==> src/rtl/jpegls_pkg.sv <==
// Shared constants and types for the JPEG-LS context/prediction front end.
// Holds alphabet limits, gradient thresholds, widths and stage bundles.
package jpegls_pkg;

    localparam int MAXVAL = 255;
    localparam int RANGE  = 256;
    localparam int T1     = 3;
    localparam int T2     = 7;
    localparam int T3     = 21;
    localparam int PIX_W  = 16;
    localparam int CTX_W  = 9;

    typedef logic signed [3:0] qgrad_t;

    typedef struct packed {
        logic             valid;
        qgrad_t           q1;
        qgrad_t           q2;
        qgrad_t           q3;
        logic [PIX_W-1:0] mn;
        logic [PIX_W-1:0] mx;
        logic [PIX_W-1:0] ra;
        logic [PIX_W-1:0] rb;
        logic [PIX_W-1:0] rc;
        logic [PIX_W-1:0] rx;
        logic             run;
    } s1_t;

    typedef struct packed {
        logic             valid;
        logic [CTX_W-1:0] ctx_q;
        logic             sign;
        logic [PIX_W-1:0] px;
        logic [PIX_W-1:0] rx;
        logic [PIX_W-1:0] ra;
        logic             run;
    } s2_t;

endpackage

==> src/rtl/grad_quant.sv <==
// Combinational gradient quantizer: one signed Di -> Qi in -4..4.
// Ports: d (16-bit two's-complement gradient), q (signed 4-bit level).
import jpegls_pkg::*;

module grad_quant (
    input  logic [PIX_W-1:0] d,
    output qgrad_t           q
);

    localparam logic signed [PIX_W-1:0] P1 = PIX_W'(T1);
    localparam logic signed [PIX_W-1:0] P2 = PIX_W'(T2);
    localparam logic signed [PIX_W-1:0] P3 = PIX_W'(T3);
    localparam logic signed [PIX_W-1:0] Z  = '0;

    logic signed [PIX_W-1:0] ds;
    assign ds = signed'(d);

    // Bands are written as disjoint intervals so exactly one arm matches.
    always_comb begin
        q = '0;
        unique case (1'b1)
            (ds <= -P3):             q = qgrad_t'(-4);
            (ds > -P3 && ds <= -P2): q = qgrad_t'(-3);
            (ds > -P2 && ds <= -P1): q = qgrad_t'(-2);
            (ds > -P1 && ds < Z):    q = qgrad_t'(-1);
            (ds == Z):               q = qgrad_t'(0);
            (ds > Z && ds < P1):     q = qgrad_t'(1);
            (ds >= P1 && ds < P2):   q = qgrad_t'(2);
            (ds >= P2 && ds < P3):   q = qgrad_t'(3);
            default:                 q = qgrad_t'(4);
        endcase
    end

endmodule

==> src/rtl/jpegls_ctx_pred.sv <==
// JPEG-LS context modelling + MED prediction, 3-stage valid-only pipeline.
// In: clk, rst, in_valid, rx/ra/rb/rc pixels, d1/d2/d3 gradients.
// Out: ctx_q, ctx_sign, px, errval, ra_out, run_mode, out_valid, eof.
import jpegls_pkg::*;

module jpegls_ctx_pred #(
    parameter int IMAGE_W = 256,
    parameter int IMAGE_H = 256
) (
    input  logic             clk,
    input  logic             rst,
    input  logic             in_valid,
    input  logic [PIX_W-1:0] rx,
    input  logic [PIX_W-1:0] ra,
    input  logic [PIX_W-1:0] rb,
    input  logic [PIX_W-1:0] rc,
    input  logic [PIX_W-1:0] d1,
    input  logic [PIX_W-1:0] d2,
    input  logic [PIX_W-1:0] d3,
    output logic [CTX_W-1:0] ctx_q,
    output logic             ctx_sign,
    output logic [PIX_W-1:0] px,
    output logic [PIX_W-1:0] errval,
    output logic [PIX_W-1:0] ra_out,
    output logic             run_mode,
    output logic             out_valid,
    output logic             eof
);

    localparam int NPIX = IMAGE_W * IMAGE_H;
    localparam int CW   = $clog2(NPIX + 1);

    localparam logic signed [PIX_W-1:0] RNG  = PIX_W'(RANGE);
    localparam logic signed [PIX_W-1:0] HALF = PIX_W'(RANGE / 2);

    // ---------------- stage 1: quantize, min/max, run flag
    qgrad_t qa, qb, qc;

    grad_quant u_q1 (.d(d1), .q(qa));
    grad_quant u_q2 (.d(d2), .q(qb));
    grad_quant u_q3 (.d(d3), .q(qc));

    s1_t s1;

    always_ff @(posedge clk) begin
        if (rst) begin
            s1 <= '0;
        end else begin
            s1.valid <= in_valid;
            if (in_valid) begin
                s1.q1  <= qa;
                s1.q2  <= qb;
                s1.q3  <= qc;
                s1.mn  <= (ra < rb) ? ra : rb;
                s1.mx  <= (ra < rb) ? rb : ra;
                s1.ra  <= ra;
                s1.rb  <= rb;
                s1.rc  <= rc;
                s1.rx  <= rx;
                s1.run <= (d1 == '0) && (d2 == '0) && (d3 == '0);
            end
        end
    end

    // ---------------- stage 2: sign merge, context index, MED
    logic             neg;
    qgrad_t           n1, n2, n3;
    logic [CTX_W-1:0] ctx_c;
    logic [PIX_W-1:0] px_c;

    always_comb begin
        neg = (s1.q1 < 0) ||
              (s1.q1 == 0 && s1.q2 < 0) ||
              (s1.q1 == 0 && s1.q2 == 0 && s1.q3 < 0);
        n1  = neg ? -s1.q1 : s1.q1;
        n2  = neg ? -s1.q2 : s1.q2;
        n3  = neg ? -s1.q3 : s1.q3;
        // Mod-512 arithmetic is exact: the merged index never leaves 0..364.
        ctx_c = CTX_W'(81) * CTX_W'(n1)
              + CTX_W'(9) * CTX_W'(n2)
              + CTX_W'(n3);
        // The planar term lies between min and max, so 16-bit wrap is exact.
        px_c = s1.ra + s1.rb - s1.rc;
        if (s1.rc >= s1.mx) begin
            px_c = s1.mn;
        end else if (s1.rc <= s1.mn) begin
            px_c = s1.mx;
        end
    end

    s2_t s2;

    always_ff @(posedge clk) begin
        if (rst) begin
            s2 <= '0;
        end else begin
            s2.valid <= s1.valid;
            if (s1.valid) begin
                s2.ctx_q <= ctx_c;
                s2.sign  <= neg;
                s2.px    <= px_c;
                s2.rx    <= s1.rx;
                s2.ra    <= s1.ra;
                s2.run   <= s1.run;
            end
        end
    end

    // ---------------- stage 3: modulo-reduced error, frame count
    logic signed [PIX_W-1:0] e0, e1, e2, e3;

    always_comb begin
        e0 = signed'(s2.rx - s2.px);
        e1 = s2.sign ? -e0 : e0;
        e2 = (e1 < 0) ? e1 + RNG : e1;
        e3 = (e2 >= HALF) ? e2 - RNG : e2;
    end

    logic [CW-1:0] cnt;
    logic          last;

    assign last = (cnt == CW'(NPIX - 1));

    always_ff @(posedge clk) begin
        if (rst) begin
            out_valid <= 1'b0;
            eof       <= 1'b0;
            ctx_q     <= '0;
            ctx_sign  <= 1'b0;
            px        <= '0;
            errval    <= '0;
            ra_out    <= '0;
            run_mode  <= 1'b0;
            cnt       <= '0;
        end else begin
            out_valid <= s2.valid;
            eof       <= s2.valid && last;
            if (s2.valid) begin
                ctx_q    <= s2.ctx_q;
                ctx_sign <= s2.sign;
                px       <= s2.px;
                errval   <= e3;
                ra_out   <= s2.ra;
                run_mode <= s2.run;
                cnt      <= last ? '0 : cnt + CW'(1);
            end
        end
    end

endmodule

==> config.mk <==
export PLATFORM = sky130hd
export DESIGN_NAME = jpegls_ctx_pred
export DESIGN_NICKNAME = d
export VERILOG_FILES = /design/src/rtl/jpegls_pkg.sv /design/src/rtl/grad_quant.sv /design/src/rtl/jpegls_ctx_pred.sv
export SDC_FILE = /design/constraint.sdc
export NUM_CORES = 1
export LEC_CHECK = 0
export ABC_AREA = 1
export BUFFER_PORTS_ARGS = -buffer_cell sky130_fd_sc_hd__buf_2
export CAP_MARGIN = 25
export CORE_UTILIZATION = 50
export CTS_CLUSTER_DIAMETER = 60
export CTS_CLUSTER_SIZE = 14
export DETAILED_ROUTE_END_ITERATION = 7
export PLACE_DENSITY = 0.72
export SLEW_MARGIN = 20
export SYNTH_ARGS = -nofsm -noshare
export SYNTH_HDL_FRONTEND = slang
export SYNTH_HIERARCHICAL = 1
export SYNTH_SLANG_ARGS = --single-unit
==> constraint.sdc <==
create_clock -name clk -period 4.6 [get_ports clk]
set_input_delay 0.69 -clock clk [delete_from_list [all_inputs] [get_ports clk]]
set_output_delay 0.69 -clock clk [all_outputs]
set_load 0.02 [all_outputs]
# Word level (Yosys, flattened, before mapping)
# Index checks and enable logic that the tools add are counted.
# classes
mul	2
reduce_logical	34
eq_ne	1
muxes	14
add_sub_neg	12
n_lt_le_gt_ge	47
# ops
operator	count
$mux W16	7
$logic_not A16 Y1	6
$pmux W4 S8	3
$logic_not A32 Y1	2
$lt A16 B1 Y1 const B	4
$ge A16 B3 Y1 const B	3
$ge A16 B4 Y1 const B	3
$gt A16 B1 Y1 const B	3
$gt A16 B3 Y1 const B	3
$gt A16 B4 Y1 const B	3
$gt A16 B6 Y1 const B	3
$le A16 B3 Y1 const B	3
$le A16 B4 Y1 const B	3
$le A16 B6 Y1 const B	3
$lt A16 B3 Y1 const B	3
$lt A16 B4 Y1 const B	3
$lt A16 B6 Y1 const B	3
$sub A16 B16 Y16	2
$logic_and A1 B1 Y1	24
$add A17 B1 Y17 const B	1
$eq A17 B16 Y1 const B	1
$mux W17	1
$add A16 B10 Y16 const B	1
$add A16 B16 Y16	1
14 further kinds	21
# word_totals
inputBits	115
wordCells	137
regBits	248
out_inout_bits	61

# Logic depth before layout (Yosys ltp)
# Gate-level depths: netlist (run 1).
# logic_depth
depth_word	8
depth_mapped	33
ltp_nobuf	33

# By module
# The synthesis (run 1) kept the hierarchy.
# modules_own_cells
module	cells_each	area_each_um2	instances	seq_area_each_um2
jpegls_ctx_pred	2051	14808.0	1	4964.8
grad_quant	85	422.9	3	0.0

# Worst setup path before layout (run 1)
# Ideal clock, no wire load.
# synth_timing
path_type	register to register
start	reg s1[101] (netlist name)
end	reg s2[57] (netlist name)
n_path_buf	1
path_slack_ns	-0.494
t_required_ns	4.485
synth_period_minus_slack_ns	5.094
t_arrival_ns	4.979
path_stages_with_launch	31
setup_ns	0.115
path_cell_list	dfxtp_1 > inv_1 > ha_1 > inv_1 > o31ai_1 > nand3_1 > nand2_1 > clkbuf_1 > inv_1 > or2_2 > o21ai_0 > inv_1 > ha_1 > ha_1 > inv_1 > fa_1 > inv_1 > fa_1 > ha_1 > ha_1 > a21oi_1 > nand2_1 > a21oi_1 > inv_1 > a21oi_1 > nor2_1 > o21ai_0 > nand2_1 > xor2_1 > o21ai_0 > inv_1
# synth_between
elab_chain_len	8
word_cells_on_any_way	15
classes_between	3 x add/sub; 2 x mul; 1 x order compare; 3 x mux; 6 x reduce/logical
# synth_lines
element	line	source
from (decl)	jpegls_ctx_pred.sv:43	s1_t s1;
$lt A4 B1 Y1 or $logic_not A32 Y1 (tied branches)	jpegls_ctx_pred.sv:73, jpegls_ctx_pred.sv:74	
$logic_and A1 B1 Y1 (on tied branches)	jpegls_ctx_pred.sv:73, jpegls_ctx_pred.sv:74	
$logic_or A1 B1 Y1 or $logic_and A1 B1 Y1 (tied branches)	jpegls_ctx_pred.sv:72, jpegls_ctx_pred.sv:74	
$logic_or A1 B1 Y1	jpegls_ctx_pred.sv:73	(s1.q1 == 0 && s1.q2 < 0) ||
$mux W4 (on tied branches)	jpegls_ctx_pred.sv:75, jpegls_ctx_pred.sv:76	
$mul A8 B4 Y9 or $mul A5 B4 Y9 (tied branches)	jpegls_ctx_pred.sv:79, jpegls_ctx_pred.sv:80	
$add A9 B9 Y9	jpegls_ctx_pred.sv:80	+ CTX_W'(9) * CTX_W'(n2)
$add A9 B4 Y9 *	jpegls_ctx_pred.sv:81	+ CTX_W'(n3);
to (decl)	jpegls_ctx_pred.sv:91	s2_t s2;
# Every way passes the cells marked *; elsewhere a longest branch is shown, timed or not.
# A chain may end at the register's enable or synchronous reset.

# Worst setup path after layout (run 1)
# layout_timing
start	reg s1[101] (netlist name)
end	reg s2[58] (netlist name)
# Same word-level chain as after synthesis.

==> flow_metrics.env, run 1 <==
export IMPL_tightest_slew_ns=0.865
export IMPL_syn_avg_cell_area_um2=6.97
export IMPL_dp_hpwl_mm=31.5
export IMPL_cts_root_buf="clkbuf_16"
export IMPL_slew_headroom_pct=42.3
export IMPL_first_pass_iters=7
export IMPL_min_from="rc[11]"
export IMPL_start_util_pct=50.9
export IMPL_hold_buffers=0
export IMPL_rsz0062_at_grt="yes"
export IMPL_gp_congestion=0.886
export IMPL_min_to="s1[28]"
export IMPL_max_stage_delay_ns=0.58
export IMPL_worst_ep_arrival_time_ns=5.18
export IMPL_hold_class="in -> reg"
export IMPL_ff2ff_path_depth=29
export IMPL_p_leak_nw=8.87
export IMPL_synth_edff_count=0
export IMPL_ys_ff_latch=248
export IMPL_die_h_um=181
export IMPL_grt_use_total_pct=25.5
export IMPL_ios=176
export IMPL_synthDistinctLibCells=51
export IMPL_critical_path_peak_fanout=3
export IMPL_grt_max_degree=94
export IMPL_portBuffers=175
export IMPL_clock_skew_ns=0.0242
export IMPL_rr_startpoint="s1[101]"
export IMPL_ys_flop_type="dfxtp_1"
export IMPL_antenna_found_initial=0
export IMPL_syn_area_um2=16100
export IMPL_yosys_warnings=6
export IMPL_drtIter0Drc=1070
export IMPL_p_per_area_nw_per_um2=422
export IMPL_clk_path_buf_depth=3
export IMPL_fin_crit_ns=4.70
export IMPL_ys_async_sr_fraction_pct=0
export IMPL_cp_required_ns=5.08
export IMPL_cts_max_level=1
export IMPL_tns_ns=-0.186
export IMPL_wl_mm=42.2
export IMPL_critPathTopFamily="adder cells"
export IMPL_syn_inst=2306
export IMPL_vdd_drop_max_mv=0.275
export IMPL_grt_busiest_layer="met2"
export IMPL_worst_setup_path_start_kind="flip-flop"
export IMPL_numCtsBuffers=27
export IMPL_outcome="complete, but fails checks"
export IMPL_avgRoutedWirePerCell_um=14.7
export IMPL_worstSetupPathType="reg -> reg"
export IMPL_layout_setup_ws_ns=-0.103
export IMPL_clock_fmax_ghz=0.213
export IMPL_tritoncts="yes"
export IMPL_r2r_end="s2[58]"
export IMPL_end_kind="flip-flop"
export IMPL_grt_pass1_wl_mm=69.7
export IMPL_viasPerCell=5.30
export IMPL_use_met3_pct=2.42
export IMPL_gr_total_overflow=0
export IMPL_antenna_cells=0
export IMPL_violations="negative setup slack"
export IMPL_final_nets=2727
export IMPL_ant_nets=0
export IMPL_die_x_um=181
export IMPL_ys_seq_area_share_pct=30.9
export IMPL_syn2layout_area_growth_pct=14.7
export IMPL_grtUsageMet2_pct=43.0
export IMPL_clk_latency_ns=0.55
export IMPL_grtUsageMet1_pct=35.0
export IMPL_crit_buf_inv=7
export IMPL_drv_cap=0
export IMPL_clk_pin_slew_worst_paths_ns=0.07
export IMPL_core_area_um2=31600
export IMPL_final_common_cell="nand2_1"
export IMPL_hold_depth=3
export IMPL_fillers=3006
export IMPL_finalCritPeriodShare_pct=102
export IMPL_totalPowerFinal_mw=7.77
export IMPL_grt_pass1_vias=14400
export IMPL_slowest_stage="fa_2"
export IMPL_dieArea_um2=32900
export IMPL_drive_gt1_share_pct=16.7
export IMPL_final_cell_mix="nand2_1 (355), nor2_1 (317), inv_1 (300), dfxtp_1 (243), o21ai_0 (226)"
export IMPL_synth_fp_nets=2572
export IMPL_final_setup_viol_count=3
export IMPL_drc=0
export IMPL_std_cell_rows=65
export IMPL_maxSlewViolCount=0
export IMPL_hold_viol=0
export IMPL_r2r_setup_slack_ns=-0.10
export IMPL_num_vias=15300
export IMPL_clock_sinks=248
[cells in the mapped netlist, types with 2 or more instances]
cell type / number / area (um2)
a2111oi_0: 2 / 17.5
a211oi_1: 6 / 45.0
a21boi_0: 2 / 15.0
a21o_1: 2 / 15.0
a21oi_1: 223 / 1120
a21oi_2: 3 / 26.3
a31oi_1: 2 / 12.5
and2_1: 2 / 12.5
buf_1: 7 / 26.3
buf_6: 4 / 45.0
clkbuf_1: 78 / 293
clkinv_1: 3 / 11.3
dfxtp_1: 248 / 4960
dlygate4sd1_1: 3 / 26.3
fa_1: 30 / 601
ha_1: 121 / 1510
inv_1: 309 / 1160
inv_2: 9 / 33.8
nand2_1: 359 / 1350
nand2_2: 37 / 231
nand2_4: 9 / 101
nand3_1: 87 / 435
nand3_2: 13 / 130
nand3_4: 2 / 35.0
nand3b_1: 4 / 30.0
nand4_1: 23 / 144
nor2_1: 317 / 1190
nor2_2: 13 / 81.3
nor2_4: 16 / 180
nor3_1: 16 / 80.1
nor4_1: 13 / 81.3
o211ai_1: 25 / 188
o21a_1: 6 / 45.0
o21ai_0: 230 / 1150
o21ai_1: 6 / 30.0
o21ai_2: 4 / 35.0
o21bai_1: 4 / 30.0
o221ai_1: 5 / 43.8
o22ai_1: 2 / 12.5
o31ai_1: 6 / 45.0
xnor2_1: 17 / 149
xor2_1: 29 / 254
[registers in the layout, indices dropped and copies added, names as in the netlist]
register   cells
errval        16
run_mode       1
px            16
ctx_sign       1
s2            60
out_valid      1
ra_out        16
ctx_q          9
cnt           17
s1           110
eof            1
[layout make-up]
type                            instances  area (um2)  share of cell area [%]
Inverter                              321        1210                    6.59
Timing Repair Buffer                  220        1220                    6.60
Clock inverter                         12         119                   0.645
Sequential cell                       248        4970                    27.0
Multi-Input combinational cell       1643        9720                    52.7
Tap cell                              402         503                    2.73
Clock buffer                           31         691                    3.75
[metrics by stage]
stage	cells	utilization, %	hold WS [ns]	cell area (um2)	setup slack, ns
after detailed placement	2827	55.2	0.454	17400	-0.221
after floorplan	2306	-	0.429	16200	-0.0396
after global placement	2827	55.2	0.440	17400	-0.130
after global routing	2877	58.4	0.351	18400	-0.295
after CTS	2870	57.9	0.348	18300	-0.113
final	2877	58.4	0.361	18400	-0.103
[timing repair]
| item | in CTS | in global routing |
|---|---|---|
| setup buffers | 0 | 6 |
| gates cloned | 0 | 1 |
| setup endpoints to repair | 4 | 5 |
| gates resized for setup | 7 | 25 |
| pin swaps | 1 | 27 |
[power by group]
part	leakage, nW	switching [mW]	internal, mW
Combinational	6.43	2.00	1.36
Clock	0.395	0.913	1.10
Sequential	2.04	0.106	2.30
[tightest hold or removal path, delay by kind of cell]
kind | cells | cell delay (ns)
buffers and inverters | 1 | 0.07
and+or+nand+nor | 2 | 0.11
[worst max path at each step]
| stage | startpoint | to | slack (ns) | depth (start not counted) |
|---|---|---|---|---|
| 4_1_cts | s1[101] | s2[58] | -0.11 | 29 |
| 5_1_grt | s1[101] | s2[58] | -0.30 | 29 |
| 2_1_floorplan | s1[101] | s2[57] | -0.04 | 30 |
| 3_5_place_dp | s1[101] | s2[58] | -0.22 | 22 |
| 3_3_place_gp | s1[101] | s2[57] | -0.13 | 29 |
| 6_report | s1[101] | s2[58] | -0.10 | 29 |
[routing by layer]
metal | wire, um | share of wire (%)
met1 | 19600 | 47
met2 | 19500 | 46
met3 | 2110 | 5.0
met4 | 938 | 2.2
met5 | 0 | 0
[kinds of logic after synthesis]
logic type / share of synthesized area [%]
buffers and inverters: 10.0
and+or+nand+nor: 25.6
AOI/OAI and AO/OA: 17.7
adders and majority gates: 13.2
xor gates and xnor gates: 2.61
DFF: 30.9
Power figures use the tool's default switching activity.
==> run 2: changes to the inputs <==
--- a/config.mk
+++ b/config.mk
@@ -5,7 +5,6 @@
 export SDC_FILE = /design/constraint.sdc
 export NUM_CORES = 1
 export LEC_CHECK = 0
-export ABC_AREA = 1
 export BUFFER_PORTS_ARGS = -buffer_cell sky130_fd_sc_hd__buf_2
 export CAP_MARGIN = 25
 export CORE_UTILIZATION = 50
==> run 2 against run 1 <==
  * The flow still finishes with violations (negative setup slack)
  * Critical path type unchanged
  * Worst hold slack gained 0.0064 ns
  * Final area grew 5.8%
  * Largest power group unchanged
  * Maximum frequency shrank 8.2%
  * Die area shrank 0.75%
==> flow_metrics.env, run 2 <==
export IMPL_hold_buffers=0
export IMPL_synth_edff_count=0
export IMPL_syn_inst=1833
export IMPL_hold_depth=3
export IMPL_portBuffers=175
export IMPL_synth_top_area_share_pct=31.1
export IMPL_ys_async_sr_fraction_pct=0
export IMPL_clock_fmax_ghz=0.195
export IMPL_hold_viol=0
export IMPL_min_to="s1[23]"
export IMPL_clk_latency_ns=0.55
export IMPL_numCtsBuffers=26
export IMPL_hold_ws_ns=0.368
export IMPL_ff2ff_path_depth=25
export IMPL_core_area_um2=31500
export IMPL_final_nets=2371
export IMPL_min_from="rc[6]"
export IMPL_yosysMostFrequentCell="nor2_1"
export IMPL_ios=176
export IMPL_dieArea_um2=32600
export IMPL_cp_required_ns=5.03
export IMPL_syn_area_um2=16000
export IMPL_slowest_stage="or4b_4"
export IMPL_tns_ns=-3.55
export IMPL_yosys_warnings=6
export IMPL_final_cell_mix="nor2_1 (272), dfxtp_1 (240), mux2i_1 (206), inv_1 (173), buf_2 (173)"
export IMPL_violations="negative setup slack"
export IMPL_vdd_drop_max_mv=0.293
export IMPL_ys_seq_area_share_pct=31.1
export IMPL_synthTopCellsByCount="nor2_1 (274), dfxtp_1 (248), mux2i_1 (208)"
export IMPL_worst_setup_path_start_kind="flip-flop"
export IMPL_fin_crit_ns=5.12
export IMPL_ant_nets=0
export IMPL_clock_skew_ns=0.0202
export IMPL_syn_avg_cell_area_um2=8.70
export IMPL_yosysTopAreaCell="dfxtp_1"
export IMPL_layout_setup_ws_ns=-0.521
export IMPL_clk_path_buf_depth=3
export IMPL_ys_ff_latch=248
export IMPL_tritoncts="yes"
export IMPL_avgRoutedWirePerCell_um=16.2
export IMPL_critical_path_peak_fanout=6
export IMPL_wl_mm=40.9
export IMPL_slew_headroom_pct=53.2
export IMPL_synth_area_leaders="dfxtp_1 (31%), mux2i_1 (13%), ha_1 (9.5%)"
export IMPL_drv_cap=0
export IMPL_num_vias=14000
export IMPL_end_kind="flip-flop"
export IMPL_die_h_um=181
export IMPL_worstSetupPathType="reg -> reg"
export IMPL_final_util_pct=62.0
export IMPL_gr_total_overflow=0
export IMPL_final_common_cell="nor2_1"
export IMPL_r2r_end="errval[13]"
export IMPL_syn2layout_area_growth_pct=22.3
export IMPL_clk_pin_slew_worst_paths_ns=0.07
export IMPL_tightest_slew_ns=0.702
export IMPL_start_util_pct=50.7
export IMPL_maxSlewViolCount=0
export IMPL_antenna_found_initial=2
export IMPL_worst_ep_arrival_time_ns=5.55
export IMPL_grt_max_degree=156
export IMPL_cts_max_level=1
export IMPL_rsz0062_at_grt="yes"
export IMPL_gp_congestion=0.897
export IMPL_drc=0
export IMPL_grt_use_total_pct=24.6
export IMPL_cts_root_buf="clkbuf_16"
export IMPL_max_stage_delay_ns=0.50
export IMPL_outcome="complete, but fails checks"
export IMPL_viasPerCell=5.56
export IMPL_regMostFlops="s1"
export IMPL_clock_sinks=248
export IMPL_rr_startpoint="s2[17]"
export IMPL_hold_class="in -> reg"
export IMPL_first_pass_iters=7
export IMPL_largest_reg_flops=110
export IMPL_totalPowerFinal_mw=7.66
export IMPL_grt_pass1_vias=13900
export IMPL_p_leak_nw=9.01
export IMPL_synthDistinctLibCells=89
export IMPL_top_regs="s1 x110, s2 x60, cnt x17"
export IMPL_dp_hpwl_mm=31.0
export IMPL_synth_fp_nets=2099
export IMPL_finalCritPeriodShare_pct=111
export IMPL_r2r_setup_slack_ns=-0.52
export IMPL_die_x_um=181
export IMPL_std_cell_rows=65
export IMPL_grt_pass1_wl_mm=67.1
export IMPL_final_setup_viol_count=11
export IMPL_ys_flop_type="dfxtp_1"
export IMPL_drive_gt1_share_pct=22.7
export IMPL_drtIter0Drc=842
export IMPL_p_per_area_nw_per_um2=393
run 2: final cells by class:
| cell class | instances | area (um2) |
|---|---|---|
| fill | 2691 | 12000 |
| multi-input combinational | 1306 | 10300 |
| sequential | 248 | 4980 |
| timing repair buffer | 341 | 2190 |
| clock buffer | 32 | 703 |
| inverter | 182 | 686 |
| tap | 402 | 503 |
| clock inverter | 11 | 170 |
| antenna | 2 | 5.00 |
run 2: cells by family (layout without fill, tap and decap cells):
group	after synthesis	in the layout	share of synthesized area, %
adders and majority gates	151	151	13.3
muxes	216	216	13.6
AOI/OAI and AO/OA	325	325	14.9
buffers and inverters	279	566	6.79
xor gates and xnor gates	79	79	4.38
DFF	248	248	31.1
other	0	2	0
and+or+nand+nor	535	535	16.0
run 2: repair_timing:
item	CTS	global route
pin swaps	18	24
setup endpoints to repair	10	14
gates resized for setup	10	15
buffers inserted	8	11
run 2: where the power goes:
group / internal (mW) / switching, mW / total, mW
clock: 1.22 / 0.922 / 2.14
sequential: 2.26 / 0.0973 / 2.36
combinational: 1.51 / 1.66 / 3.16
total: 4.99 / 2.67 / 7.66
run 2: worst max path at each step:
stage | startpoint | to | slack [ns] | cells past startpoint
finish | s2[17] | errval[13] | -0.52 | 25
global placement | s2[17] | errval[13] | -0.47 | 23
floorplan | s2[34] | errval[13] | -0.50 | 22
detailed placement | s2[17] | errval[13] | -0.63 | 23
global route | s2[17] | errval[13] | -0.81 | 25
CTS | s2[17] | errval[13] | -0.53 | 25
run 2: worst max-delay path, delay by kind of cell, from the launching register on:
kind                     cells  cell delay, ns
AND/OR/NAND/NOR              6            1.31
flip-flops                   1            0.32
adder cells (fa/ha/maj)      3            0.64
multiplexers                 1            0.14
XOR/XNOR                     1            0.14
AO/OA/AOI/OAI                9            1.94
buffers and inverters        5            0.50
run 2: metrics by stage:
stage          instance area [um2]  instances  setup WS, ns
2_1_floorplan                16200       1833        -0.503
3_3_place_gp                 18400       2461        -0.471
3_5_place_dp                 18400       2461        -0.628
4_1_cts                      19300       2511        -0.526
5_1_grt                      19500       2523        -0.806
6_report                     19500       2524        -0.521
run 2: per-layer routing:
metal / up-vias / part of all wire [%] / GRT usage [%]
li1: 6960 / - / -
met5: - / 0 / 0
met2: 364 / 47 / 42.7
met3: 80 / 5.0 / 3.38
met4: 0 / 2.9 / 8.72
met1: 6619 / 45 / 31.1
